[src/rtl/axis_uart_tx_arbiter_pkg.sv]
// uart_arb_pkg: shared types, counter width and width helper for the UART TX arbiter
package uart_arb_pkg;
  typedef enum logic [1:0] {IDLE, HDR, DATA} arb_state_t;
  localparam int CNT_W = 16;
  function automatic int clog2_min1(input int n);
    return n <= 1 ? 1 : $clog2(n);
  endfunction
endpackage

[src/rtl/axis_uart_tx_arbiter_if.sv]
// axis_uart_tx_arbiter_if: per-source AXI-Stream inputs and the single merged AXI-Stream output
interface axis_uart_tx_arbiter_if #(parameter int NUM_SRC = 4);
  logic [8*NUM_SRC-1:0] s_axis_tdata;
  logic [NUM_SRC-1:0]   s_axis_tvalid;
  logic [NUM_SRC-1:0]   s_axis_tlast;
  logic [NUM_SRC-1:0]   s_axis_tready;
  logic [7:0]           m_axis_tdata;
  logic                 m_axis_tvalid;
  logic                 m_axis_tready;
  modport slave (
    input  s_axis_tdata, s_axis_tvalid, s_axis_tlast, m_axis_tready,
    output s_axis_tready, m_axis_tdata, m_axis_tvalid
  );
  modport master (
    output s_axis_tdata, s_axis_tvalid, s_axis_tlast, m_axis_tready,
    input  s_axis_tready, m_axis_tdata, m_axis_tvalid
  );
endinterface

[src/rtl/axis_uart_tx_arbiter_rr_pick.sv]
// rr_pick: first requester at or after ptr, ascending with wrap
module rr_pick #(
  parameter int NUM_SRC = 4,
  parameter int IW = 2
) (
  input  logic [NUM_SRC-1:0] req,
  input  logic [IW-1:0]      ptr,
  output logic [IW-1:0]      gnt_idx,
  output logic               any_req
);
  always_comb begin
    gnt_idx = '0;
    any_req = |req;
    // Scan from the farthest offset down so the nearest requester wins last.
    for (int k = NUM_SRC - 1; k >= 0; k--) begin
      int j;
      j = int'(ptr) + k;
      j = j >= NUM_SRC ? j - NUM_SRC : j;
      if (req[j]) gnt_idx = IW'(j);
    end
  end
endmodule

[src/rtl/axis_uart_tx_arbiter.sv]
// axis_uart_tx_arbiter: packet-granular round-robin sharing of one UART TX stream
module axis_uart_tx_arbiter
  import uart_arb_pkg::*;
#(
  parameter int NUM_SRC = 4,
  parameter int ADD_ID = 1,
  parameter int MAX_PKT_LEN = 256,
  localparam int IW = clog2_min1(NUM_SRC)
) (
  input  logic                  aclk,
  input  logic                  aresetn,
  axis_uart_tx_arbiter_if.slave bus,
  output logic [IW-1:0]         grant_id,
  output logic                  busy,
  output logic                  pkt_trunc
);
  arb_state_t state, state_n;
  logic [IW-1:0] ptr, ptr_n, grant_n, pick;
  logic [CNT_W-1:0] cnt, cnt_n;
  logic any_req, sel_valid, sel_last, hs, release_pkt;
  logic [7:0] sel_data;
  rr_pick #(.NUM_SRC(NUM_SRC), .IW(IW)) u_pick (
    .req(bus.s_axis_tvalid),
    .ptr(ptr),
    .gnt_idx(pick),
    .any_req(any_req)
  );
  always_ff @(posedge aclk or negedge aresetn)
    if (!aresetn) begin
      state <= IDLE;
      ptr <= '0;
      grant_id <= '0;
      cnt <= '0;
    end else begin
      state <= state_n;
      ptr <= ptr_n;
      grant_id <= grant_n;
      cnt <= cnt_n;
    end
  always_comb begin
    sel_data = bus.s_axis_tdata[{grant_id, 3'b000} +: 8];
    sel_valid = bus.s_axis_tvalid[grant_id];
    sel_last = bus.s_axis_tlast[grant_id];
    hs = state == DATA && sel_valid && bus.m_axis_tready;
    pkt_trunc = hs && !sel_last && cnt == CNT_W'(MAX_PKT_LEN - 1);
    release_pkt = hs && (sel_last || pkt_trunc);
    busy = state != IDLE;
    bus.m_axis_tvalid = state == HDR || (state == DATA && sel_valid);
    bus.m_axis_tdata = state == HDR ? 8'(grant_id) : state == DATA ? sel_data : 8'h00;
    bus.s_axis_tready = state == DATA && bus.m_axis_tready ? NUM_SRC'(1) << grant_id : '0;
    state_n = state;
    ptr_n = ptr;
    grant_n = grant_id;
    cnt_n = hs ? cnt + 1'b1 : cnt;
    if (state == IDLE && any_req) begin
      state_n = ADD_ID != 0 ? HDR : DATA;
      grant_n = pick;
    end
    if (state == HDR && bus.m_axis_tready) state_n = DATA;
    // Normal end and forced release share the same hand-off to the next source.
    if (release_pkt) begin
      state_n = IDLE;
      cnt_n = '0;
      ptr_n = grant_id == IW'(NUM_SRC - 1) ? '0 : grant_id + 1'b1;
    end
  end
endmodule
[src/flat_wrapper.sv]
// flat-port wrapper written by rule: the top's interface ports become plain ports
module axis_uart_tx_arbiter_flat import uart_arb_pkg::*;
#(
  parameter int NUM_SRC = 4,
  parameter int ADD_ID = 1,
  parameter int MAX_PKT_LEN = 256,
  localparam int IW = clog2_min1(NUM_SRC)
)
  (aclk, aresetn, grant_id, busy, pkt_trunc, bus_s_axis_tdata, bus_s_axis_tvalid, bus_s_axis_tlast, bus_m_axis_tready, bus_s_axis_tready, bus_m_axis_tdata, bus_m_axis_tvalid);
  axis_uart_tx_arbiter_if #(.NUM_SRC(NUM_SRC)) bus_i ();
  input  logic aclk;
  input  logic aresetn;
  output logic [IW-1:0] grant_id;
  output logic busy;
  output logic pkt_trunc;
  input wire logic [$bits(bus_i.s_axis_tdata)-1:0] bus_s_axis_tdata;
  input wire logic [$bits(bus_i.s_axis_tvalid)-1:0] bus_s_axis_tvalid;
  input wire logic [$bits(bus_i.s_axis_tlast)-1:0] bus_s_axis_tlast;
  input wire logic [$bits(bus_i.m_axis_tready)-1:0] bus_m_axis_tready;
  output wire logic [$bits(bus_i.s_axis_tready)-1:0] bus_s_axis_tready;
  output wire logic [$bits(bus_i.m_axis_tdata)-1:0] bus_m_axis_tdata;
  output wire logic [$bits(bus_i.m_axis_tvalid)-1:0] bus_m_axis_tvalid;
  assign bus_i.s_axis_tdata = bus_s_axis_tdata;
  assign bus_i.s_axis_tvalid = bus_s_axis_tvalid;
  assign bus_i.s_axis_tlast = bus_s_axis_tlast;
  assign bus_i.m_axis_tready = bus_m_axis_tready;
  assign bus_s_axis_tready = bus_i.s_axis_tready;
  assign bus_m_axis_tdata = bus_i.m_axis_tdata;
  assign bus_m_axis_tvalid = bus_i.m_axis_tvalid;
  axis_uart_tx_arbiter #(.NUM_SRC(NUM_SRC), .ADD_ID(ADD_ID), .MAX_PKT_LEN(MAX_PKT_LEN)) u_core (.aclk(aclk), .aresetn(aresetn), .bus(bus_i), .grant_id(grant_id), .busy(busy), .pkt_trunc(pkt_trunc));
endmodule
[config.mk]
export PLATFORM = sky130hd
export DESIGN_NAME = axis_uart_tx_arbiter_flat
export DESIGN_NICKNAME = d
export VERILOG_FILES = /design/src/rtl/axis_uart_tx_arbiter_pkg.sv /design/src/rtl/axis_uart_tx_arbiter_if.sv /design/src/rtl/axis_uart_tx_arbiter_rr_pick.sv /design/src/rtl/axis_uart_tx_arbiter.sv /design/src/flat_wrapper.sv
export SDC_FILE = /design/constraint.sdc
export NUM_CORES = 1
export LEC_CHECK = 0
export ABC_AREA = 0
export BUFFER_PORTS_ARGS = -buffer_cell sky130_fd_sc_hd__buf_2
export CAP_MARGIN = 0
export CELL_PAD_IN_SITES_DETAIL_PLACEMENT = 0
export CELL_PAD_IN_SITES_GLOBAL_PLACEMENT = 1
export CORE_MARGIN = 4
export CORE_UTILIZATION = 40
export CTS_CLUSTER_SIZE = 30
export DETAILED_ROUTE_END_ITERATION = 12
export PLACE_DENSITY_LB_ADDON = 0.1
export SYNTH_ARGS = -nofsm -noshare
export SYNTH_HDL_FRONTEND = slang
export SYNTH_SLANG_ARGS = --single-unit
[constraint.sdc]
create_clock -name aclk -period 3.35 [get_ports aclk]
set_input_delay 0.335 -clock aclk [delete_from_list [all_inputs] [get_ports aclk]]
set_output_delay 0.335 -clock aclk [all_outputs]
set_load 0.01 [all_outputs]
# ---- Yosys cells after proc, flatten, opt, wreduce, memory -nomap -nowiden
# Cells that the tools add are included.
dict set report word_totals {
  latchBits 0
  romBits 0
  memories 0
  ramBits 0
  out_inout_bits 17
  ff_bits 22
  elab_cells 77
}
dict set report classes {
  n_addsub 9
  shifts 2
  bitwise_logic 0
  n_div 0
  mul 0
  muxes 33
  n_lt_le_gt_ge 9
  n_eq_ne 4
  n_reduce_logical 16
}
# operator count
set ops {}
lappend ops {{$lt 32x4->1 const B} 4}
lappend ops {{$mux 32} 4}
lappend ops {{$mux 16} 2}
lappend ops {{$shiftx 32x6->8} 1}
lappend ops {{$add 16x1->16 const B} 1}
lappend ops {{$eq 16x8->1 const B} 1}
lappend ops {{$mux 2} 8}
lappend ops {{$mux 8} 2}
lappend ops {{$bmux 1 s2} 6}
lappend ops {{$sub 3x3->4 const B} 3}
lappend ops {{$mux 1} 10}
lappend ops {{$ge 3x3->1 const B} 3}
lappend ops {{$logic_and 1x1->1} 8}
lappend ops {{$add 2x2->3 const B} 2}
lappend ops {{$eq 2x2->1 const B} 2}
lappend ops {{$mux 4} 1}
lappend ops {{$reduce_bool 2->1} 2}
lappend ops {{$reduce_or 4->1} 1}
lappend ops {{$shl 1x2->4 const A} 1}
lappend ops {{$sub 2x3->4 const B} 1}
lappend ops {{$add 2x1->3 const B} 1}
lappend ops {{$ge 2x3->1 const B} 1}
lappend ops {{$lt 2x3->1 const B} 1}
lappend ops {{$reduce_bool 3->1} 1}
lappend ops {{5 further kinds} 6}

# ---- Longest topological paths before layout
dict set report logic_depth {
  depth_word 10
  depth_mapped 8
}

# ---- Cells and area by module
# Synthesis repeated with hierarchy kept, for this count alone.
dict set report unflattened {
  cells_unflattened 166
  area_unflattened_um2 1645.3
}
# module cells_per_inst seq_area_each_um2 n_inst area_per_inst_um2
set modules_own_cells {}
lappend modules_own_cells {axis_uart_tx_arbiter 153 550.5 1 1567.8}
lappend modules_own_cells {rr_pick 13 0.0 1 77.6}

# ---- Least setup slack after synthesis
# OpenSTA, ideal clock, no wires.
dict set report synth_timing {
  path_type {register -> output}
  startpoint {register u_core.grant_id[0]}
  endpoint {output pkt_trunc}
  stages_incl_launch_ff 7
  slack_ns 1.184
  required_ns 3.015
  arrival_time_ns 1.831
  cell_sequence {dfrtp_1 buf_6 mux4_1 nand3_1 buf_2 buf_2 nor4_1}
}
dict set report synth_between {
  elab_chain_cells 6
}
# item line
set synth_lines {}
lappend synth_lines {{from (decl)} axis_uart_tx_arbiter.sv:13} ;# output logic [IW-1:0] grant_id,
lappend synth_lines {{from (signal assigned)} axis_uart_tx_arbiter.sv:37} ;# grant_id <= grant_n;
lappend synth_lines {{$bmux 1 s2} axis_uart_tx_arbiter.sv:42} ;# sel_valid = bus.s_axis_tvalid[grant_id];
lappend synth_lines {{$mux 1 (not written as such)} axis_uart_tx_arbiter.sv:42}
lappend synth_lines {{$logic_and 1x1->1 (2 in a row)} axis_uart_tx_arbiter.sv:44} ;# hs = state == DATA && sel_valid && bus.m_axis_tready;
lappend synth_lines {{$logic_and 1x1->1 * (2 in a row)} axis_uart_tx_arbiter.sv:45} ;# pkt_trunc = hs && !sel_last && cnt == CNT_W'(MAX_PKT_LEN - 1);
lappend synth_lines {{to (decl)} flat_wrapper.sv:15} ;# output logic pkt_trunc;
# Mark *: on every way between the ends. The rest lies on a longest branch, timed or not. The select of a mux whose other input is x is not followed.

# ---- Final worst setup path
dict set report layout_timing {
  startpoint {register u_core.cnt[0]}
  endpoint {output pkt_trunc}
}
dict set report layout_between {
  elab_chain_cells 2
}
# item line
set layout_lines {}
lappend layout_lines {{from (decl)} axis_uart_tx_arbiter.sv:19} ;# logic [CNT_W-1:0] cnt, cnt_n;
lappend layout_lines {{from (signal assigned)} axis_uart_tx_arbiter.sv:38} ;# cnt <= cnt_n;
lappend layout_lines {{$eq 16x8->1} axis_uart_tx_arbiter.sv:45}
lappend layout_lines {{$logic_and 1x1->1} axis_uart_tx_arbiter.sv:45}
# No other way between the ends.

==> impl_summary.log <==
INFO  metric grt_start_max_net_pins = 23
INFO  metric maxCapViolCount = 0
INFO  metric post_synth_num_cell_types = 40
INFO  metric post_cts.resized_instances = 0
INFO  metric yosys.area.top_type = sky130_fd_sc_hd__dfrtp_1
INFO  metric postCtsSetupRepairBufs = 0
INFO  metric ys_seq_elements = 22
INFO  metric cts_num_sinks = 22
INFO  metric ant_nets = 0
INFO  metric timing.critical_path.fanout_max = 7
INFO  metric finish.utilization = 52.1%
INFO  metric drt-initial-drc-count = 79
INFO  metric postSynth.asyncResetShare = 100%
INFO  metric antenna_cells = 0
INFO  metric cts_tree = done
INFO  metric postSynthCellCount = 172
INFO  metric clkPwrFrac = 17.2%
INFO  metric site_row_count = 23
INFO  metric ys_dominant_reg_cell = sky130_fd_sc_hd__dfrtp_1
INFO  metric startpoint_type = flop
INFO  metric drive_above_1_share = between 30% and 40%
INFO  metric timing.hold.worst.class = in2async
INFO  metric vias_per_cell = 5.67
INFO  metric final_hold_viol_count = 0
INFO  metric comb_power_share = 51.4%
INFO  metric cts_max_level = 1
INFO  metric power.switching = 568 uW
INFO  metric post-place-cells = 274
INFO  metric ctsHoldBuffers = 0
INFO  metric slew_headroom = 45.5%
INFO  metric nFillCells = 411
INFO  metric sort_of_element_at_the_end_of_the_critical_path = output pin
INFO  metric finalCriticalPeriod = approximately 2500 ps
INFO  metric outcome = finished clean
INFO  metric die_area = 0.00545 sq mm
INFO  metric remaining_overflow_grt = 0
INFO  metric finalSetupTns = 0 ps
INFO  metric report.final.setup_viol = 0
INFO  metric synth_top_area_share = about a third
INFO  metric total_clock_buffers_created_by_cts = 3
INFO  metric synth_fp_nets = 220
INFO  metric yosys_warnings = 0
INFO  metric ir_drop = 0.352 mV
INFO  metric core-area = 0.00409 sq mm
INFO  metric drt-pass1-iter-count = 4
INFO  metric internal_power = 872 uW
INFO  metric worstSetupPathType = reg2out
INFO  metric antenna_found_initial = 0
INFO  metric drt-wirelength-per-cell = about 17 um
INFO  metric tightestPinTransition = between 800 and 900 ps
INFO  metric sequential_fraction_of_the_synthesis_area = 31.8%
INFO  metric layout.cells.most_common_list = sky130_fd_sc_hd__buf_2 (59), sky130_fd_sc_hd__dfrtp_1 (22), sky130_fd_sc_hd__nand2_1 (19)
INFO  metric powerDensity = 676 mW/mm^2
INFO  metric syn2layout_area_growth = 22.9%
INFO  metric power.share.sequential = 31.4%
INFO  metric num_io_pins = 60
INFO  metric layout_commonest_cell = sky130_fd_sc_hd__buf_2
INFO  metric routed-via-count = 1576
INFO  metric ratio_of_final_minimum_period_to_clock_period = approximately three quarters
INFO  metric worst_clock_skew = 10.1 ps
INFO  metric grt_first_pass_wirelength = 7560 um
INFO  metric grt_pass1_vias = 1560
INFO  metric slew_violations = 0
INFO  metric switching_share = 39.4%
INFO  metric drt_wl_total = 4710 um
INFO  metric power_leakage = roughly 0.0010 uW
INFO  metric ctsLongestPathBuffers = 2
INFO  metric grt_setup_unrepaired = false
INFO  metric finalWeightedCongestion = ~0.82
INFO  metric cts.root.buffer_cell = sky130_fd_sc_hd__clkbuf_8
INFO  metric mappedNetlistArea = 0.00173 sq mm
INFO  metric leading_cell_types_by_total_area_after_synthesis = sky130_fd_sc_hd__dfrtp_1 (32%), sky130_fd_sc_hd__mux4_2 (9.1%), sky130_fd_sc_hd__o31ai_2 (6.5%)
INFO  metric port_buffers = 59
INFO  metric clock_latency = 270 ps
INFO  metric worstPathArrival = 2140 ps
INFO  metric finish.net_count = 277
INFO  metric timing.hold.ws = roughly 27 ps
INFO  metric grt_util_all_layers = about 18%
INFO  metric maximum_frequency_from_static_timing_analysis = about 400 MHz
INFO  metric avgSynthCellArea = 10.1 sq um
INFO  metric clk_transition_reported_paths = 90 ps
INFO  metric floorplan.die.width = 73.8 um
INFO  metric die_y = 73.8 um
INFO  metric synth_enable_flop_cells = 0
INFO  metric remaining_drc_errors = 0
INFO  metric finish.cell_count_without_fillers = between 200 and 300
INFO  metric dp.final_hpwl = 3690 um
INFO  metric initial_core_util = 42.4%
INFO  metric worst_ep_required_time = 3010 ps
[through the flow]
stage | cell area, sq um | worst slack, ps | total power, uW
6_report | 2130 | 873 | 1440
4_1_cts | 2130 | 862 | 1460
3_3_place_gp | 2060 | 1200 | 1170
3_5_place_dp | 2060 | 1080 | 1210
2_1_floorplan | 1730 | 1180 | 972
5_1_grt | 2130 | 695 | 1550
[routing by layer]
layer  part of all wire (%)  GRT usage (%)  routed length (um)
met4                    1.5           4.83                  72
met1                     45           23.0                2110
met3                    5.3           3.01                 248
met5                      0              0                   0
met2                     48           30.0                2290
[final cells by class]
| cell class | instances | area [sq um] | share of cell area, % |
|---|---|---|---|
| Timing Repair Buffer | 63 | 325 | 15.3 |
| Multi-Input combinational cell | 135 | 1100 | 51.9 |
| Sequential cell | 22 | 551 | 25.9 |
| Inverter | 4 | 15.0 | 0.705 |
| Clock inverter | 1 | 30.0 | 1.41 |
| Tap cell | 50 | 62.6 | 2.94 |
| Clock buffer | 3 | 41.3 | 1.94 |
[Yosys cell counts (4+ instances only)]
library cell,n
sky130_fd_sc_hd__a21o_1,5
sky130_fd_sc_hd__a21oi_1,5
sky130_fd_sc_hd__a22o_1,5
sky130_fd_sc_hd__a2bb2oi_1,5
sky130_fd_sc_hd__and2_1,8
sky130_fd_sc_hd__and3_1,8
sky130_fd_sc_hd__buf_2,4
sky130_fd_sc_hd__dfrtp_1,22
sky130_fd_sc_hd__ha_1,5
sky130_fd_sc_hd__inv_1,4
sky130_fd_sc_hd__mux4_2,7
sky130_fd_sc_hd__nand2_1,19
sky130_fd_sc_hd__nand3_1,5
sky130_fd_sc_hd__nand4_1,5
sky130_fd_sc_hd__nor2_1,8
sky130_fd_sc_hd__o21ai_0,12
sky130_fd_sc_hd__o31ai_2,9
[critical path: stages, from the launching register on]
cell,delay [ps]
sky130_fd_sc_hd__dfrtp_1,410
sky130_fd_sc_hd__ha_1,240
sky130_fd_sc_hd__and3_1,270
sky130_fd_sc_hd__and2_1,320
sky130_fd_sc_hd__nand2_1,140
sky130_fd_sc_hd__nor4_1,310
sky130_fd_sc_hd__buf_2,190
[flip-flops by register name (all words and copies together) (netlist names)]
name,flops
u_core.cnt,16
u_core.grant_id,2
u_core.ptr,2
u_core.state,2
[logic make-up after synthesis]
group | share of synthesized area [%]
AO/OA/AOI/OAI | 23.6
flip-flops | 31.8
adder cells (fa/ha/maj) | 3.61
multiplexers | 14.9
AND/OR/NAND/NOR | 21.7
buffers and inverters | 4.48
[final timing paths]
kind                                           startpoint                             end  slack [ps]  cells after the start
setup reg to reg           u_core.grant_id[0]$_DFFE_PN0P_       u_core.cnt[7]$_DFFE_PN0P_        1100                      5
hold reg to reg                 u_core.cnt[6]$_DFFE_PN0P_       u_core.cnt[6]$_DFFE_PN0P_         520                      1
min in group aclk                    bus_s_axis_tvalid[0]  u_core.grant_id[0]$_DFFE_PN0P_         380                      4
setup / recovery                u_core.cnt[0]$_DFFE_PN0P_                       pkt_trunc         870                      6
max in group asynchronous                         aresetn  u_core.grant_id[0]$_DFFE_PN0P_        2970                      1
hold / removal                                    aresetn       u_core.cnt[8]$_DFFE_PN0P_          30                      1
[power by group through the flow]
stage,Clock (uW),Combinational [uW],Sequential (uW)
floorplan,0,532,441
global placement,0,721,450
detailed placement,0,749,456
CTS,257,751,451
global route,271,818,462
finish,247,740,453
(Power assumes the default switching activity.)
